## src/rtl/wb_pkg.sv

```systemverilog
// Shared write-back definitions: exception bit positions, ECODE/ESUBCODE values
// and which exceptions load BADV.
package wb_pkg;

  localparam int MAX_EXC = 8;

  typedef enum logic [2:0] {
    EXC_INT  = 3'd0,
    EXC_ADEF = 3'd1,
    EXC_TLBR = 3'd2,
    EXC_ALE  = 3'd3,
    EXC_SYS  = 3'd4,
    EXC_BRK  = 3'd5,
    EXC_INE  = 3'd6,
    EXC_ADEM = 3'd7
  } exc_idx_e;

  localparam logic [5:0] ECODE_INT  = 6'h00;
  localparam logic [5:0] ECODE_ADE  = 6'h08;
  localparam logic [5:0] ECODE_TLBR = 6'h3F;
  localparam logic [5:0] ECODE_ALE  = 6'h09;
  localparam logic [5:0] ECODE_SYS  = 6'h0B;
  localparam logic [5:0] ECODE_BRK  = 6'h0C;
  localparam logic [5:0] ECODE_INE  = 6'h0D;

  localparam logic [8:0] ESUB_ADEF = 9'd0;
  localparam logic [8:0] ESUB_ADEM = 9'd1;

  // One bit per exception index: ADEF, TLBR, ALE and ADEM report a faulting address
  localparam logic [MAX_EXC-1:0] BADV_SRC_MASK = 8'b1000_1110;

  function automatic logic [5:0] exc_ecode(input exc_idx_e idx);
    case (idx)
      EXC_INT:  return ECODE_INT;
      EXC_ADEF: return ECODE_ADE;
      EXC_TLBR: return ECODE_TLBR;
      EXC_ALE:  return ECODE_ALE;
      EXC_SYS:  return ECODE_SYS;
      EXC_BRK:  return ECODE_BRK;
      EXC_INE:  return ECODE_INE;
      EXC_ADEM: return ECODE_ADE;
      default:  return 6'h00;
    endcase
  endfunction

  function automatic logic [8:0] exc_esubcode(input exc_idx_e idx);
    return (idx == EXC_ADEM) ? ESUB_ADEM : ESUB_ADEF;
  endfunction

endpackage

```

## src/rtl/wb_stage_px_if.sv

```systemverilog
// MEM->WB payload, CSR handshake and WB result/trace signals of the write-back stage.
interface wb_stage_px_if #(
  parameter int DATA_W  = 32,
  parameter int REG_AW  = 5,
  parameter int NUM_EXC = 8,
  parameter int CNT_W   = 32
);
  logic               ms_to_ws_valid;
  logic               ws_allowin;
  logic [DATA_W-1:0]  ms_pc;
  logic               ms_rf_we;
  logic [REG_AW-1:0]  ms_rf_waddr;
  logic [DATA_W-1:0]  ms_rf_wdata;
  logic [NUM_EXC-1:0] ms_exc;
  logic               ms_ertn;
  logic [DATA_W-1:0]  ms_badv;
  logic               csr_busy;
  logic               ws_rf_we;
  logic [REG_AW-1:0]  ws_rf_waddr;
  logic [DATA_W-1:0]  ws_rf_wdata;
  logic               wb_ex;
  logic               ertn_flush;
  logic [5:0]         wb_ecode;
  logic [8:0]         wb_esubcode;
  logic [DATA_W-1:0]  wb_pc;
  logic [DATA_W-1:0]  wb_badv;
  logic               wb_badv_we;
  logic [CNT_W-1:0]   retire_cnt;
  logic [DATA_W-1:0]  debug_wb_pc;
  logic [3:0]         debug_wb_rf_we;
  logic [REG_AW-1:0]  debug_wb_rf_wnum;
  logic [DATA_W-1:0]  debug_wb_rf_wdata;

  modport slave (
    input  ms_to_ws_valid, ms_pc, ms_rf_we, ms_rf_waddr, ms_rf_wdata,
           ms_exc, ms_ertn, ms_badv, csr_busy,
    output ws_allowin, ws_rf_we, ws_rf_waddr, ws_rf_wdata, wb_ex, ertn_flush,
           wb_ecode, wb_esubcode, wb_pc, wb_badv, wb_badv_we, retire_cnt,
           debug_wb_pc, debug_wb_rf_we, debug_wb_rf_wnum, debug_wb_rf_wdata
  );

  modport master (
    output ms_to_ws_valid, ms_pc, ms_rf_we, ms_rf_waddr, ms_rf_wdata,
           ms_exc, ms_ertn, ms_badv, csr_busy,
    input  ws_allowin, ws_rf_we, ws_rf_waddr, ws_rf_wdata, wb_ex, ertn_flush,
           wb_ecode, wb_esubcode, wb_pc, wb_badv, wb_badv_we, retire_cnt,
           debug_wb_pc, debug_wb_rf_we, debug_wb_rf_wnum, debug_wb_rf_wdata
  );
endinterface

```

## src/rtl/wb_exc_prio.sv

```systemverilog
// Fixed-priority exception selector: lowest set flag wins and supplies ECODE/ESUBCODE.
module wb_exc_prio
  import wb_pkg::*;
#(
  parameter int NUM_EXC = 8
) (
  input  logic [NUM_EXC-1:0] i_exc,
  output exc_idx_e           o_idx,
  output logic [5:0]         o_ecode,
  output logic [8:0]         o_esubcode,
  output logic               o_any
);

  logic [NUM_EXC:0]   w_seen;
  logic [NUM_EXC-1:0] w_hot;
  logic [2:0]         w_idx;

  // w_seen[k] is set when any flag below index k is already active
  assign w_seen[0] = 1'b0;
  generate
    for (genvar gi = 0; gi < NUM_EXC; gi++) begin : g_chain
      assign w_seen[gi+1] = w_seen[gi] | i_exc[gi];
      assign w_hot[gi]    = i_exc[gi] & ~w_seen[gi];
    end
  endgenerate

  always_comb begin
    w_idx = '0;
    for (int i = 0; i < NUM_EXC; i++) begin
      if (w_hot[i]) w_idx = w_idx | 3'(i);
    end
  end

  assign o_idx      = exc_idx_e'(w_idx);
  assign o_any      = w_seen[NUM_EXC];
  assign o_ecode    = o_any ? exc_ecode(o_idx)    : 6'h00;
  assign o_esubcode = o_any ? exc_esubcode(o_idx) : 9'h000;

endmodule

```

## src/rtl/wb_stage_px.sv

```systemverilog
// Write-back pipeline stage: holds one MEM payload, commits register writes,
// raises exception / ertn flush pulses and counts retired instructions.
module wb_stage_px
  import wb_pkg::*;
#(
  parameter int DATA_W  = 32,
  parameter int REG_AW  = 5,
  parameter int NUM_EXC = 8,
  parameter int CNT_W   = 32
) (
  input  logic         clk,
  input  logic         resetn,
  wb_stage_px_if.slave bus
);

  logic               r_valid;
  logic [DATA_W-1:0]  r_pc;
  logic               r_rf_we;
  logic [REG_AW-1:0]  r_rf_waddr;
  logic [DATA_W-1:0]  r_rf_wdata;
  logic [NUM_EXC-1:0] r_exc;
  logic               r_ertn;
  logic [DATA_W-1:0]  r_badv;
  logic [CNT_W-1:0]   r_retire_cnt;

  logic       w_ready_go;
  logic       w_allowin;
  logic       w_commit;
  logic       w_wb_ex;
  logic       w_ertn_flush;
  logic       w_flush;
  logic       w_rf_we;
  logic       w_badv_we;
  logic       w_exc_any;
  exc_idx_e   w_exc_idx;
  logic [5:0] w_ecode;
  logic [8:0] w_esubcode;

  wb_exc_prio #(.NUM_EXC(NUM_EXC)) u_prio (
    .i_exc      (r_exc),
    .o_idx      (w_exc_idx),
    .o_ecode    (w_ecode),
    .o_esubcode (w_esubcode),
    .o_any      (w_exc_any)
  );

  assign w_ready_go   = ~bus.csr_busy;
  assign w_allowin    = ~r_valid | w_ready_go;
  assign w_commit     = r_valid & w_ready_go;
  assign w_wb_ex      = w_commit & w_exc_any;
  assign w_ertn_flush = w_commit & r_ertn & ~w_exc_any;
  assign w_flush      = w_wb_ex | w_ertn_flush;
  assign w_rf_we      = w_commit & r_rf_we & ~w_wb_ex;
  assign w_badv_we    = w_wb_ex & BADV_SRC_MASK[3'(w_exc_idx)];

  // A flush can only happen on a commit, so allowin is 1 and the offered payload is dropped
  always_ff @(posedge clk or negedge resetn) begin
    if (!resetn) begin
      r_valid      <= 1'b0;
      r_pc         <= '0;
      r_rf_we      <= 1'b0;
      r_rf_waddr   <= '0;
      r_rf_wdata   <= '0;
      r_exc        <= '0;
      r_ertn       <= 1'b0;
      r_badv       <= '0;
      r_retire_cnt <= '0;
    end else begin
      if (w_flush) begin
        r_valid <= 1'b0;
      end else if (w_allowin) begin
        r_valid <= bus.ms_to_ws_valid;
        if (bus.ms_to_ws_valid) begin
          r_pc       <= bus.ms_pc;
          r_rf_we    <= bus.ms_rf_we;
          r_rf_waddr <= bus.ms_rf_waddr;
          r_rf_wdata <= bus.ms_rf_wdata;
          r_exc      <= bus.ms_exc;
          r_ertn     <= bus.ms_ertn;
          r_badv     <= bus.ms_badv;
        end
      end
      if (w_commit & ~w_wb_ex) begin
        r_retire_cnt <= r_retire_cnt + CNT_W'(1);
      end
    end
  end

  assign bus.ws_allowin        = w_allowin;
  assign bus.ws_rf_we          = w_rf_we;
  assign bus.ws_rf_waddr       = r_rf_waddr;
  assign bus.ws_rf_wdata       = r_rf_wdata;
  assign bus.wb_ex             = w_wb_ex;
  assign bus.ertn_flush        = w_ertn_flush;
  assign bus.wb_ecode          = w_ecode;
  assign bus.wb_esubcode       = w_esubcode;
  assign bus.wb_pc             = r_pc;
  // Instruction-fetch faults report the PC itself as the bad address
  assign bus.wb_badv           = (w_exc_idx == EXC_ADEF) ? r_pc : r_badv;
  assign bus.wb_badv_we        = w_badv_we;
  assign bus.retire_cnt        = r_retire_cnt;
  assign bus.debug_wb_pc       = r_pc;
  assign bus.debug_wb_rf_we    = {4{w_rf_we}};
  assign bus.debug_wb_rf_wnum  = r_rf_waddr;
  assign bus.debug_wb_rf_wdata = r_rf_wdata;

endmodule

```

## src/flat_wrapper.sv

```systemverilog
// flat-port wrapper written by rule: the top's interface ports become plain ports
module wb_stage_px_flat import wb_pkg::*;
#(
  parameter int DATA_W  = 32,
  parameter int REG_AW  = 5,
  parameter int NUM_EXC = 8,
  parameter int CNT_W   = 32
)
  (clk, resetn, bus_ms_to_ws_valid, bus_ms_pc, bus_ms_rf_we, bus_ms_rf_waddr, bus_ms_rf_wdata, bus_ms_exc, bus_ms_ertn, bus_ms_badv, bus_csr_busy, bus_ws_allowin, bus_ws_rf_we, bus_ws_rf_waddr, bus_ws_rf_wdata, bus_wb_ex, bus_ertn_flush, bus_wb_ecode, bus_wb_esubcode, bus_wb_pc, bus_wb_badv, bus_wb_badv_we, bus_retire_cnt, bus_debug_wb_pc, bus_debug_wb_rf_we, bus_debug_wb_rf_wnum, bus_debug_wb_rf_wdata);
  wb_stage_px_if #(.DATA_W(DATA_W), .REG_AW(REG_AW), .NUM_EXC(NUM_EXC), .CNT_W(CNT_W)) bus_i ();
  input  logic clk;
  input  logic resetn;
  input wire logic [$bits(bus_i.ms_to_ws_valid)-1:0] bus_ms_to_ws_valid;
  input wire logic [$bits(bus_i.ms_pc)-1:0] bus_ms_pc;
  input wire logic [$bits(bus_i.ms_rf_we)-1:0] bus_ms_rf_we;
  input wire logic [$bits(bus_i.ms_rf_waddr)-1:0] bus_ms_rf_waddr;
  input wire logic [$bits(bus_i.ms_rf_wdata)-1:0] bus_ms_rf_wdata;
  input wire logic [$bits(bus_i.ms_exc)-1:0] bus_ms_exc;
  input wire logic [$bits(bus_i.ms_ertn)-1:0] bus_ms_ertn;
  input wire logic [$bits(bus_i.ms_badv)-1:0] bus_ms_badv;
  input wire logic [$bits(bus_i.csr_busy)-1:0] bus_csr_busy;
  output wire logic [$bits(bus_i.ws_allowin)-1:0] bus_ws_allowin;
  output wire logic [$bits(bus_i.ws_rf_we)-1:0] bus_ws_rf_we;
  output wire logic [$bits(bus_i.ws_rf_waddr)-1:0] bus_ws_rf_waddr;
  output wire logic [$bits(bus_i.ws_rf_wdata)-1:0] bus_ws_rf_wdata;
  output wire logic [$bits(bus_i.wb_ex)-1:0] bus_wb_ex;
  output wire logic [$bits(bus_i.ertn_flush)-1:0] bus_ertn_flush;
  output wire logic [$bits(bus_i.wb_ecode)-1:0] bus_wb_ecode;
  output wire logic [$bits(bus_i.wb_esubcode)-1:0] bus_wb_esubcode;
  output wire logic [$bits(bus_i.wb_pc)-1:0] bus_wb_pc;
  output wire logic [$bits(bus_i.wb_badv)-1:0] bus_wb_badv;
  output wire logic [$bits(bus_i.wb_badv_we)-1:0] bus_wb_badv_we;
  output wire logic [$bits(bus_i.retire_cnt)-1:0] bus_retire_cnt;
  output wire logic [$bits(bus_i.debug_wb_pc)-1:0] bus_debug_wb_pc;
  output wire logic [$bits(bus_i.debug_wb_rf_we)-1:0] bus_debug_wb_rf_we;
  output wire logic [$bits(bus_i.debug_wb_rf_wnum)-1:0] bus_debug_wb_rf_wnum;
  output wire logic [$bits(bus_i.debug_wb_rf_wdata)-1:0] bus_debug_wb_rf_wdata;
  assign bus_i.ms_to_ws_valid = bus_ms_to_ws_valid;
  assign bus_i.ms_pc = bus_ms_pc;
  assign bus_i.ms_rf_we = bus_ms_rf_we;
  assign bus_i.ms_rf_waddr = bus_ms_rf_waddr;
  assign bus_i.ms_rf_wdata = bus_ms_rf_wdata;
  assign bus_i.ms_exc = bus_ms_exc;
  assign bus_i.ms_ertn = bus_ms_ertn;
  assign bus_i.ms_badv = bus_ms_badv;
  assign bus_i.csr_busy = bus_csr_busy;
  assign bus_ws_allowin = bus_i.ws_allowin;
  assign bus_ws_rf_we = bus_i.ws_rf_we;
  assign bus_ws_rf_waddr = bus_i.ws_rf_waddr;
  assign bus_ws_rf_wdata = bus_i.ws_rf_wdata;
  assign bus_wb_ex = bus_i.wb_ex;
  assign bus_ertn_flush = bus_i.ertn_flush;
  assign bus_wb_ecode = bus_i.wb_ecode;
  assign bus_wb_esubcode = bus_i.wb_esubcode;
  assign bus_wb_pc = bus_i.wb_pc;
  assign bus_wb_badv = bus_i.wb_badv;
  assign bus_wb_badv_we = bus_i.wb_badv_we;
  assign bus_retire_cnt = bus_i.retire_cnt;
  assign bus_debug_wb_pc = bus_i.debug_wb_pc;
  assign bus_debug_wb_rf_we = bus_i.debug_wb_rf_we;
  assign bus_debug_wb_rf_wnum = bus_i.debug_wb_rf_wnum;
  assign bus_debug_wb_rf_wdata = bus_i.debug_wb_rf_wdata;
  wb_stage_px #(.DATA_W(DATA_W), .REG_AW(REG_AW), .NUM_EXC(NUM_EXC), .CNT_W(CNT_W)) u_core (.clk(clk), .resetn(resetn), .bus(bus_i));
endmodule
```

## config.mk

```make
export PLATFORM = sky130hd
export DESIGN_NAME = wb_stage_px_flat
export DESIGN_NICKNAME = d
export VERILOG_FILES = /design/src/rtl/wb_pkg.sv /design/src/rtl/wb_stage_px_if.sv /design/src/rtl/wb_exc_prio.sv /design/src/rtl/wb_stage_px.sv /design/src/flat_wrapper.sv
export SDC_FILE = /design/constraint.sdc
export NUM_CORES = 1
export LEC_CHECK = 0
export CORE_ASPECT_RATIO = 0.8
export CORE_UTILIZATION = 41
export CTS_CLUSTER_DIAMETER = 150
export DETAILED_ROUTE_END_ITERATION = 10
export PLACE_DENSITY = 0.81
export SKIP_CTS_REPAIR_TIMING = 1
export SKIP_LAST_GASP = 1
export SLEW_MARGIN = 20
export SYNTH_ARGS = -nofsm -noshare
export SYNTH_HDL_FRONTEND = slang
export SYNTH_SLANG_ARGS = --single-unit
```

## constraint.sdc

```tcl
create_clock -name clk -period 3.6 [get_ports clk]
set_clock_uncertainty 0.1 [all_clocks]
set_input_delay 0.72 -clock clk [delete_from_list [all_inputs] [get_ports clk]]
set_output_delay 0.72 -clock clk [all_outputs]
set_load 0.005 [all_outputs]
```

==> results of run 1 <==
-- cell usage in the layout, fill, tap and decap left out, types with 5 or more instances in the layout --
cell / synthesis / final
sky130_fd_sc_hd__clkdlybuf4s50_1: 0 / 331
sky130_fd_sc_hd__dfrtp_1: 144 / 144
sky130_fd_sc_hd__mux2_2: 133 / 133
sky130_fd_sc_hd__xor2_1: 20 / 20
sky130_fd_sc_hd__nand2_1: 20 / 19
sky130_fd_sc_hd__clkbuf_16: 0 / 17
sky130_fd_sc_hd__nor4_1: 15 / 15
sky130_fd_sc_hd__nand4_1: 12 / 12
sky130_fd_sc_hd__xnor2_1: 11 / 11
sky130_fd_sc_hd__nor3_1: 11 / 10
sky130_fd_sc_hd__mux2_1: 9 / 9
sky130_fd_sc_hd__inv_1: 8 / 8
sky130_fd_sc_hd__nor2_1: 8 / 8
sky130_fd_sc_hd__nand3_1: 8 / 8
sky130_fd_sc_hd__conb_1: 1 / 8
sky130_fd_sc_hd__buf_4: 82 / 6
sky130_fd_sc_hd__bufinv_16: 0 / 5
-- sequential cells by signal, indices dropped and copies added, names as in the netlist --
name                          cells
u_core.bus.debug_wb_pc           32
u_core.bus.debug_wb_rf_wdata     32
u_core.bus.retire_cnt            32
u_core.r_badv                    32
u_core.r_exc                      8
u_core.bus.debug_wb_rf_wnum       5
u_core.r_ertn                     1
u_core.r_rf_we                    1
u_core.r_valid                    1
-- layout make-up --
class	count	area share, %
Sequential cell	144	34.1
Inverter	8	0.284
Multi-Input combinational cell	289	24.5
Clock buffer	20	4.13
Timing Repair Buffer	341	32.5
Clock inverter	12	1.97
Tap cell	220	2.60
-- final timing paths --
check                      cells after the start  slack (ns)                          endpoint               from
setup / recovery                               7        0.20                   bus_wb_ecode[2]    u_core.r_exc[7]
hold / removal                                 1        0.22  u_core.bus.debug_wb_rf_wdata[29]             resetn
setup reg to reg                               5        0.81  u_core.bus.debug_wb_rf_wdata[23]    u_core.r_exc[4]
hold reg to reg                                1        0.39                 u_core.r_badv[17]  u_core.r_badv[17]
max in group asynchronous                      2        2.25                  u_core.r_badv[8]             resetn
min in group clk                               1        0.39                 u_core.r_badv[17]  u_core.r_badv[17]
-- kinds of logic (layout without fill, tap and decap cells) --
logic type	after synthesis	after routing	synth area share (%)
buffers and inverters	111	381	11.6
XOR/XNOR	31	31	3.91
other	1	8	0.0540
AO/OA/AOI/OAI	11	11	1.32
multiplexers	142	142	23.0
adder cells (fa/ha/maj)	3	3	0.541
flip-flops	144	144	51.9
AND/OR/NAND/NOR	94	94	7.57
-- power by group through the flow --
stage	clock, mW	sequential [mW]	combinational, mW
2_1_floorplan	0	2.15	0.897
5_1_grt	2.04	2.23	2.07
3_3_place_gp	0	2.19	1.92
4_1_cts	1.97	2.19	1.97
3_5_place_dp	0	2.21	1.95
6_report	1.92	2.19	1.94
-- worst max-delay path: stages (launching register included) --
cell	delay, ns
sky130_fd_sc_hd__dfrtp_1	0.44
sky130_fd_sc_hd__nor2b_1	0.18
sky130_fd_sc_hd__o21bai_1	0.15
sky130_fd_sc_hd__a21oi_1	0.10
sky130_fd_sc_hd__o21bai_1	0.23
sky130_fd_sc_hd__ha_1	0.28
sky130_fd_sc_hd__o31ai_1	0.24
sky130_fd_sc_hd__clkdlybuf4s50_1	0.55
-- layer usage --
layer  GRT usage, %  share of wire, %  vias up
li1               -                 -     2323
met1           26.6                40     2513
met2           38.1                51      247
met3           7.41               7.5       27
met4           7.02               1.7        0
met5              0                 0        -
-- per-stage QoR --
step	cells	power [mW]	util, %
after floorplan	544	3.04	-
final	1034	6.06	63.8
after global routing	1034	6.34	63.8
after CTS	1034	6.12	63.7
after detailed placement	1002	4.16	59.9
after global placement	1002	4.11	59.9
==> reports/qor.json, run 1 <==
{
  "clock_pin_slew_of_the_registers_on_the_worst_case_setup_and_hold_paths_ns": 0.06,
  "synth_async_sr_flop_share_pct": 100,
  "timing.final.hold_violations": 0,
  "worstSetupStartpointType": "flip-flop",
  "insertion_delay_ns": 0.41,
  "relSlewSlack_pct": 46.4,
  "clock_power_share_pct": 31.8,
  "timing.critical_path.to_type": "primary output",
  "fp.dieArea_um2": 17500,
  "synth_top_area_share_pct": 51.9,
  "cts-buffers-inserted": 17,
  "route.antenna.remaining_nets": 0,
  "globalRouteTotalUtil_pct": 22.4,
  "gpl.final_weighted_congestion": 0.841,
  "synth_common_cells": "sky130_fd_sc_hd__dfrtp_1 (144), sky130_fd_sc_hd__mux2_2 (133), sky130_fd_sc_hd__buf_4 (82), sky130_fd_sc_hd__nand2_1 (20), sky130_fd_sc_hd__xor2_1 (20)",
  "initial_core_util_pct": 41.9,
  "vdd.ir_drop.worst_mv": 0.397,
  "insertedDiodeCount": 0,
  "timing.fmax_ghz": 0.294,
  "yosys.cell_count.top_type": "sky130_fd_sc_hd__dfrtp_1",
  "placed_cell_area_um2": 9910,
  "coreArea_um2": 16600,
  "antenna_found_initial": 0,
  "pin_count_of_the_biggest_net_entering_global_routing": 84,
  "p_leak_nw": 4.41,
  "filler_cell_count_in_the_final_layout": 1238,
  "final-max-slew-violation-count": 0,
  "switchingPower_mw": 1.56,
  "grt_pass1_wl_mm": 30.0,
  "num-nets-final": 919,
  "area.growth.synth_to_final_pct": 52.3,
  "grt-ovfl-total": 0,
  "sequential_cell_area_um2": 3600,
  "routedWlPerCell_um": 18.4,
  "fin_area_um2": 10600,
  "htree_levels": 4,
  "setup_total_negative_slack_ns": 0,
  "internal_power_mw": 4.50,
  "post-route-drc-count": 0,
  "final.hold.worst_slack_ns": 0.223,
  "worst-path-max-fanout": 5,
  "postLayoutSetupSlackWorst_ns": 0.202,
  "clock_sink_count": 144,
  "power_frac_seq_pct": 36.2,
  "post_syn_instances": 537,
  "number_of_warnings_issued_by_yosys": 0,
  "drt-total-wl_mm": 19.0,
  "worst-slew-pin-transition_ns": 0.804,
  "postSynthRegisterBits": 144,
  "synth.cell_area_um2": 6940,
  "fp.dieW_um": 147,
  "grt_setup_unrepaired": "no",
  "buffer_cell_driving_the_clock_tree_root": "sky130_fd_sc_hd__clkbuf_16",
  "timing.max_cap.violations": 0,
  "yosys.cell_types.count": 36,
  "cellPowerDensity_nw_per_um2": 573,
  "synth-main-ff-cell": "sky130_fd_sc_hd__dfrtp_1",
  "status": "finished clean",
  "core.rowCount": 42,
  "min_period_ns": 3.40,
  "share_comb_of_total_power_pct": 32.1,
  "critPathKind": "reg2out",
  "vert_die_dim_um": 118,
  "post_route_cells_drive_above_1_share_pct": 22.4,
  "timing.critical_path.arrival_ns": 2.58,
  "avgViaCountPerCell": 4.94,
  "initialDrtViolationCount": 218,
  "period_utilisation_layout_pct": 94.4,
  "netlist_top_cells_area": "sky130_fd_sc_hd__dfrtp_1 (52%), sky130_fd_sc_hd__mux2_2 (22%), sky130_fd_sc_hd__buf_4 (8.9%)",
  "vias": 5110,
  "critPathRequiredTime_ns": 2.78,
  "max-clock-path-buffers": 2,
  "synthDominantAreaCellType": "sky130_fd_sc_hd__dfrtp_1",
  "synth_sequential_area_ratio_pct": 51.9,
  "first_global_vias": 5380,
  "post-place-ws_ns": 0.181,
  "area_used_by_multi_input_combinational_logic_um2": 2580,
  "min_path_type": "in2async",
  "synth_enable_flop_cells": 0,
  "power.switching_fraction_pct": 25.8,
  "place.detailed.hpwl_mm": 14.0,
  "detail_route.first_pass.iterations": 6,
  "finalSetupViolCount": 0,
  "synth_area_per_cell_um2": 12.9,
  "tritoncts": "built",
  "place.port_buffers": 332,
  "number_of_top_level_pins": 341
}
Power figures use the tool's default switching activity.
==> run 2, diff against run 1 <==
Settings changed: CORE_ASPECT_RATIO 0.8 to 0.7.
==> reports/qor.json, run 2 (same netlist as run 1, synthesis figures left out) <==
{
  "status": "finished clean",
  "cellPowerDensity_nw_per_um2": 559,
  "filler_cell_count_in_the_final_layout": 1247,
  "fin_area_um2": 10500,
  "reg2reg_to": "u_core.r_badv[14]",
  "vdd.ir_drop.worst_mv": 0.302,
  "num-nets-final": 917,
  "timing.critical_path.from": "u_core.r_exc[1]",
  "coreArea_um2": 16400,
  "avgViaCountPerCell": 4.90,
  "vert_die_dim_um": 111,
  "critPathKind": "reg2out",
  "worstSetupStartpointType": "flip-flop",
  "place.detailed.hpwl_mm": 13.3,
  "pin_count_of_the_biggest_net_entering_global_routing": 80,
  "p_leak_nw": 4.40,
  "post_route_cells_drive_above_1_share_pct": 22.4,
  "timing.fmax_ghz": 0.291,
  "detail_route.first_pass.iterations": 4,
  "setup.worst_path.end": "bus_ws_rf_we",
  "gpl.final_weighted_congestion": 0.806,
  "cts-buffers-inserted": 17,
  "grt_pass1_wl_mm": 28.2,
  "relSlewSlack_pct": 45.3,
  "r2r_setup_slack_ns": 0.74,
  "drt-total-wl_mm": 17.9,
  "fp.dieW_um": 158,
  "timing.critical_path.to_type": "primary output",
  "place_inst": 1005,
  "final.hold.worst_slack_ns": 0.231,
  "period_utilisation_layout_pct": 95.4,
  "grt-ovfl-total": 0,
  "min_path_type": "in2async",
  "max-clock-path-buffers": 2,
  "timing.critical_path.arrival_ns": 2.61,
  "critical_path.reg2reg.startpoint": "u_core.r_exc[1]",
  "antenna_found_initial": 0,
  "vias": 5084,
  "critPathRequiredTime_ns": 2.78,
  "insertedDiodeCount": 0,
  "number_of_top_level_pins": 341,
  "final-instance-count-excl-fill": 1037,
  "buffer_cell_driving_the_clock_tree_root": "sky130_fd_sc_hd__clkbuf_16",
  "cpPeakStageDelay_ns": 0.72,
  "placed_cell_area_um2": 9910,
  "area.growth.synth_to_final_pct": 51.8,
  "setup_total_negative_slack_ns": 0,
  "initialDrtViolationCount": 178,
  "route.antenna.remaining_nets": 0,
  "place.port_buffers": 332,
  "tritoncts": "built",
  "clock_pin_slew_of_the_registers_on_the_worst_case_setup_and_hold_paths_ns": 0.06,
  "routedWlPerCell_um": 17.3,
  "first_global_vias": 5364,
  "timing.max_cap.violations": 0,
  "insertion_delay_ns": 0.41,
  "clock_sink_count": 144,
  "finalPower_mw": 5.89,
  "min_period_ns": 3.43,
  "finalSetupViolCount": 0,
  "final_common_cell": "sky130_fd_sc_hd__clkdlybuf4s50_1",
  "post-route-drc-count": 0,
  "slowest_stage": "sky130_fd_sc_hd__or4_1",
  "globalRouteTotalUtil_pct": 21.0,
  "htree_levels": 4,
  "worst-path-max-fanout": 7,
  "worst-slew-pin-transition_ns": 0.814,
  "fp.dieArea_um2": 17500,
  "timing.final.hold_violations": 0,
  "crit_path_cell_trace": "or4_1 > nor3_2 > and2_1 > clkdlybuf4s50_1",
  "timing.reg2reg.worst_path_depth": 5,
  "most-common-layout-cells": "sky130_fd_sc_hd__clkdlybuf4s50_1 (331), sky130_fd_sc_hd__dfrtp_1 (144), sky130_fd_sc_hd__mux2_2 (133), sky130_fd_sc_hd__xor2_1 (20), sky130_fd_sc_hd__nand2_1 (19)",
  "core.rowCount": 39,
  "initial_core_util_pct": 42.2,
  "final-max-slew-violation-count": 0
}
## run 2: cell types whose count changed in the layout (fill, tap and decap cells not counted), sizes merged
cell | before | now
bufinv | 5 | 2
clkinv | 2 | 6
inv | 10 | 11
clkinvlp | 3 | 1
buf | 10 | 8
## run 2: metrics by stage
step,util [%],setup WS [ns]
6_report,64.1,0.166
2_1_floorplan,-,0.811
3_5_place_dp,60.3,0.154
5_1_grt,64.1,-0.00298
4_1_cts,64.0,0.0610
3_3_place_gp,60.3,0.258
## run 2: area by class of cell
type / instances / area [µm²] / area share [%]
clock inverters: 12 / 149 / 1.41
clock buffers: 20 / 467 / 4.43
multi-input cells: 289 / 2580 / 24.5
inverters: 8 / 30.0 / 0.285
well taps: 225 / 282 / 2.67
flip-flops and latches: 144 / 3600 / 34.2
repair buffers: 339 / 3430 / 32.5
## run 2: where the power goes
group	internal, mW	switching (mW)	total [mW]	leakage [nW]
combinational	1.35	0.582	1.93	2.37
sequential	1.91	0.257	2.17	1.73
clock	1.09	0.700	1.79	0.299
## run 2: routing by layer
layer  track usage, %  vias up  part of all wire [%]
met5                0        -                     0
li1                 -     2310                     -
met1             24.5     2539                    39
met4             8.03        0                   1.8
met3             6.14       23                   7.3
met2             36.1      212                    52
## run 2: worst min-delay path by stage
stage                                    from                        end  slack (ns)  cells after the start
floorplan                              resetn  u_core.bus.debug_wb_pc[0]        0.32                      0
global placement    u_core.bus.retire_cnt[31]  u_core.bus.retire_cnt[31]        0.36                      1
detailed placement  u_core.bus.retire_cnt[31]  u_core.bus.retire_cnt[31]        0.36                      1
CTS                                    resetn            u_core.r_exc[4]        0.25                      1
global route                           resetn            u_core.r_exc[6]        0.27                      1
finish                                 resetn            u_core.r_exc[7]        0.23                      1
## run 2: critical path, delay by kind of cell (launching register included)
kind,cells,cell delay [ns]
flops,1,0.45
buf+inv,1,0.53
simple gates,3,1.23
==> run 3, diff against run 2 <==
Settings changed: GPL_TIMING_DRIVEN set to 0.
==> reports/qor.json, run 3 (same netlist as run 1, synthesis figures left out) <==
{
  "status": "finished clean",
  "pin_count_of_the_biggest_net_entering_global_routing": 75,
  "worst-slew-pin-transition_ns": 0.991,
  "timing.fmax_ghz": 0.288,
  "finalSetupViolCount": 0,
  "globalRouteTotalUtil_pct": 21.6,
  "critical_path.most_common_cell": "sky130_fd_sc_hd__clkdlybuf4s50_1",
  "final-max-slew-violation-count": 0,
  "core.rowCount": 39,
  "area.growth.synth_to_final_pct": 61.4,
  "avgViaCountPerCell": 4.73,
  "finalPower_mw": 6.05,
  "worstSetupStartpointType": "input port",
  "num-nets-final": 1014,
  "detail_route.first_pass.iterations": 4,
  "number_of_top_level_pins": 341,
  "p_leak_nw": 4.84,
  "routedWlPerCell_um": 16.4,
  "initial_core_util_pct": 42.2,
  "post-route-drc-count": 0,
  "timing.critical_path.to_type": "primary output",
  "htree_levels": 4,
  "timing.max_cap.violations": 0,
  "cts-buffers-inserted": 17,
  "post_route_cells_drive_above_1_share_pct": 30.1,
  "place.detailed.hpwl_mm": 14.2,
  "timing.final.hold_violations": 0,
  "vias": 5367,
  "cellPowerDensity_nw_per_um2": 540,
  "vert_die_dim_um": 111,
  "post-place-ws_ns": -0.460,
  "first_global_vias": 5360,
  "insertion_delay_ns": 0.39,
  "critPathKind": "in2out",
  "crit_path_cell_trace": "clkdlybuf4s50_1 > or2b_2 > nor3_4 > and2_1 > buf_4 > clkdlybuf4s50_1",
  "coreArea_um2": 16400,
  "min_period_ns": 3.47,
  "slowest_stage": "sky130_fd_sc_hd__clkdlybuf4s50_1",
  "buffer_cell_driving_the_clock_tree_root": "sky130_fd_sc_hd__clkbuf_16",
  "fp.dieW_um": 158,
  "place_inst": 1102,
  "vdd.ir_drop.worst_mv": 0.294,
  "route.antenna.remaining_nets": 0,
  "relSlewSlack_pct": 33.3,
  "initialDrtViolationCount": 214,
  "drt-total-wl_mm": 18.6,
  "gpl.final_weighted_congestion": 0.831,
  "clock_pin_slew_of_the_registers_on_the_worst_case_setup_and_hold_paths_ns": 0.06,
  "fp.dieArea_um2": 17500,
  "max-clock-path-buffers": 2,
  "clock_sink_count": 144,
  "most-common-layout-cells": "sky130_fd_sc_hd__clkdlybuf4s50_1 (331), sky130_fd_sc_hd__dfrtp_1 (144), sky130_fd_sc_hd__mux2_2 (133), sky130_fd_sc_hd__buf_4 (83)",
  "grt_pass1_wl_mm": 29.4,
  "utilization_pct": 68.1,
  "tritoncts": "built",
  "period_utilisation_layout_pct": 96.5,
  "antenna_found_initial": 1,
  "worst-path-max-fanout": 5,
  "place.port_buffers": 332,
  "grt-ovfl-total": 0,
  "cpPeakStageDelay_ns": 0.50,
  "final_common_cell": "sky130_fd_sc_hd__clkdlybuf4s50_1",
  "critPathRequiredTime_ns": 2.78,
  "timing.critical_path.arrival_ns": 2.65,
  "final-instance-count-excl-fill": 1134,
  "postLayoutSetupSlackWorst_ns": 0.126,
  "min_path_type": "in2async",
  "grt_setup_unrepaired": "no"
}
## run 3: cell types whose count changed in the layout (fill, tap and decap cells not counted), sizes merged
cell | previous run | this run
inv | 11 | 12
diode | 0 | 1
clkinvlp | 1 | 2
bufinv | 2 | 1
buf | 8 | 97
clkbuf | 20 | 26
## run 3: path summary, 6_finish.rpt
check | from | to | slack (ns) | depth (start not counted)
setup / recovery | bus_csr_busy | bus_debug_wb_rf_we[1] | 0.13 | 6
hold / removal | resetn | u_core.r_exc[7] | 0.16 | 1
setup reg to reg | u_core.r_exc[4] | u_core.bus.retire_cnt[29] | 0.79 | 5
hold reg to reg | u_core.bus.retire_cnt[31] | u_core.bus.retire_cnt[31] | 0.38 | 1
max in group asynchronous | resetn | u_core.r_badv[19] | 2.47 | 2
min in group clk | u_core.bus.retire_cnt[31] | u_core.bus.retire_cnt[31] | 0.38 | 1
## run 3: critical path, delay by kind of cell
kind / cells / cell delay, ns
buf+inv: 3 / 1.12
simple gates: 3 / 0.81
## run 3: routing by layer
layer	share of wire [%]	global-route usage [%]
met5	0	0
met4	0.77	5.05
met3	8.0	6.88
met2	49	35.8
met1	42	27.4
## run 3: layout make-up
class / count / area, µm²
fill: 1259 / 5240
sequential: 144 / 3600
inverter: 8 / 30.0
clock inverter: 13 / 129
multi-input combinational: 289 / 2580
clock buffer: 18 / 439
buffer: 102 / 779
tap: 225 / 282
antenna: 1 / 2.50
timing repair buffer: 334 / 3360
## run 3: metrics by stage
| stage | hold slack, ns | instance area, µm² | setup TNS [ns] |
|---|---|---|---|
| finish | 0.164 | 11200 | 0 |
| global route | 0.189 | 11200 | 0 |
| CTS | 0.179 | 11200 | -6.15 |
| detailed placement | 0.381 | 10600 | -2.45 |
| global placement | 0.358 | 10600 | -620.22 |
| floorplan | 0.324 | 6970 | 0 |
## run 3: where the power goes
part	internal, mW	leakage (nW)	switching (mW)	total (mW)
registers	1.91	1.73	0.263	2.18
clock network	0.980	0.274	0.699	1.68
logic	1.57	2.83	0.625	2.20
total	4.47	4.84	1.59	6.05
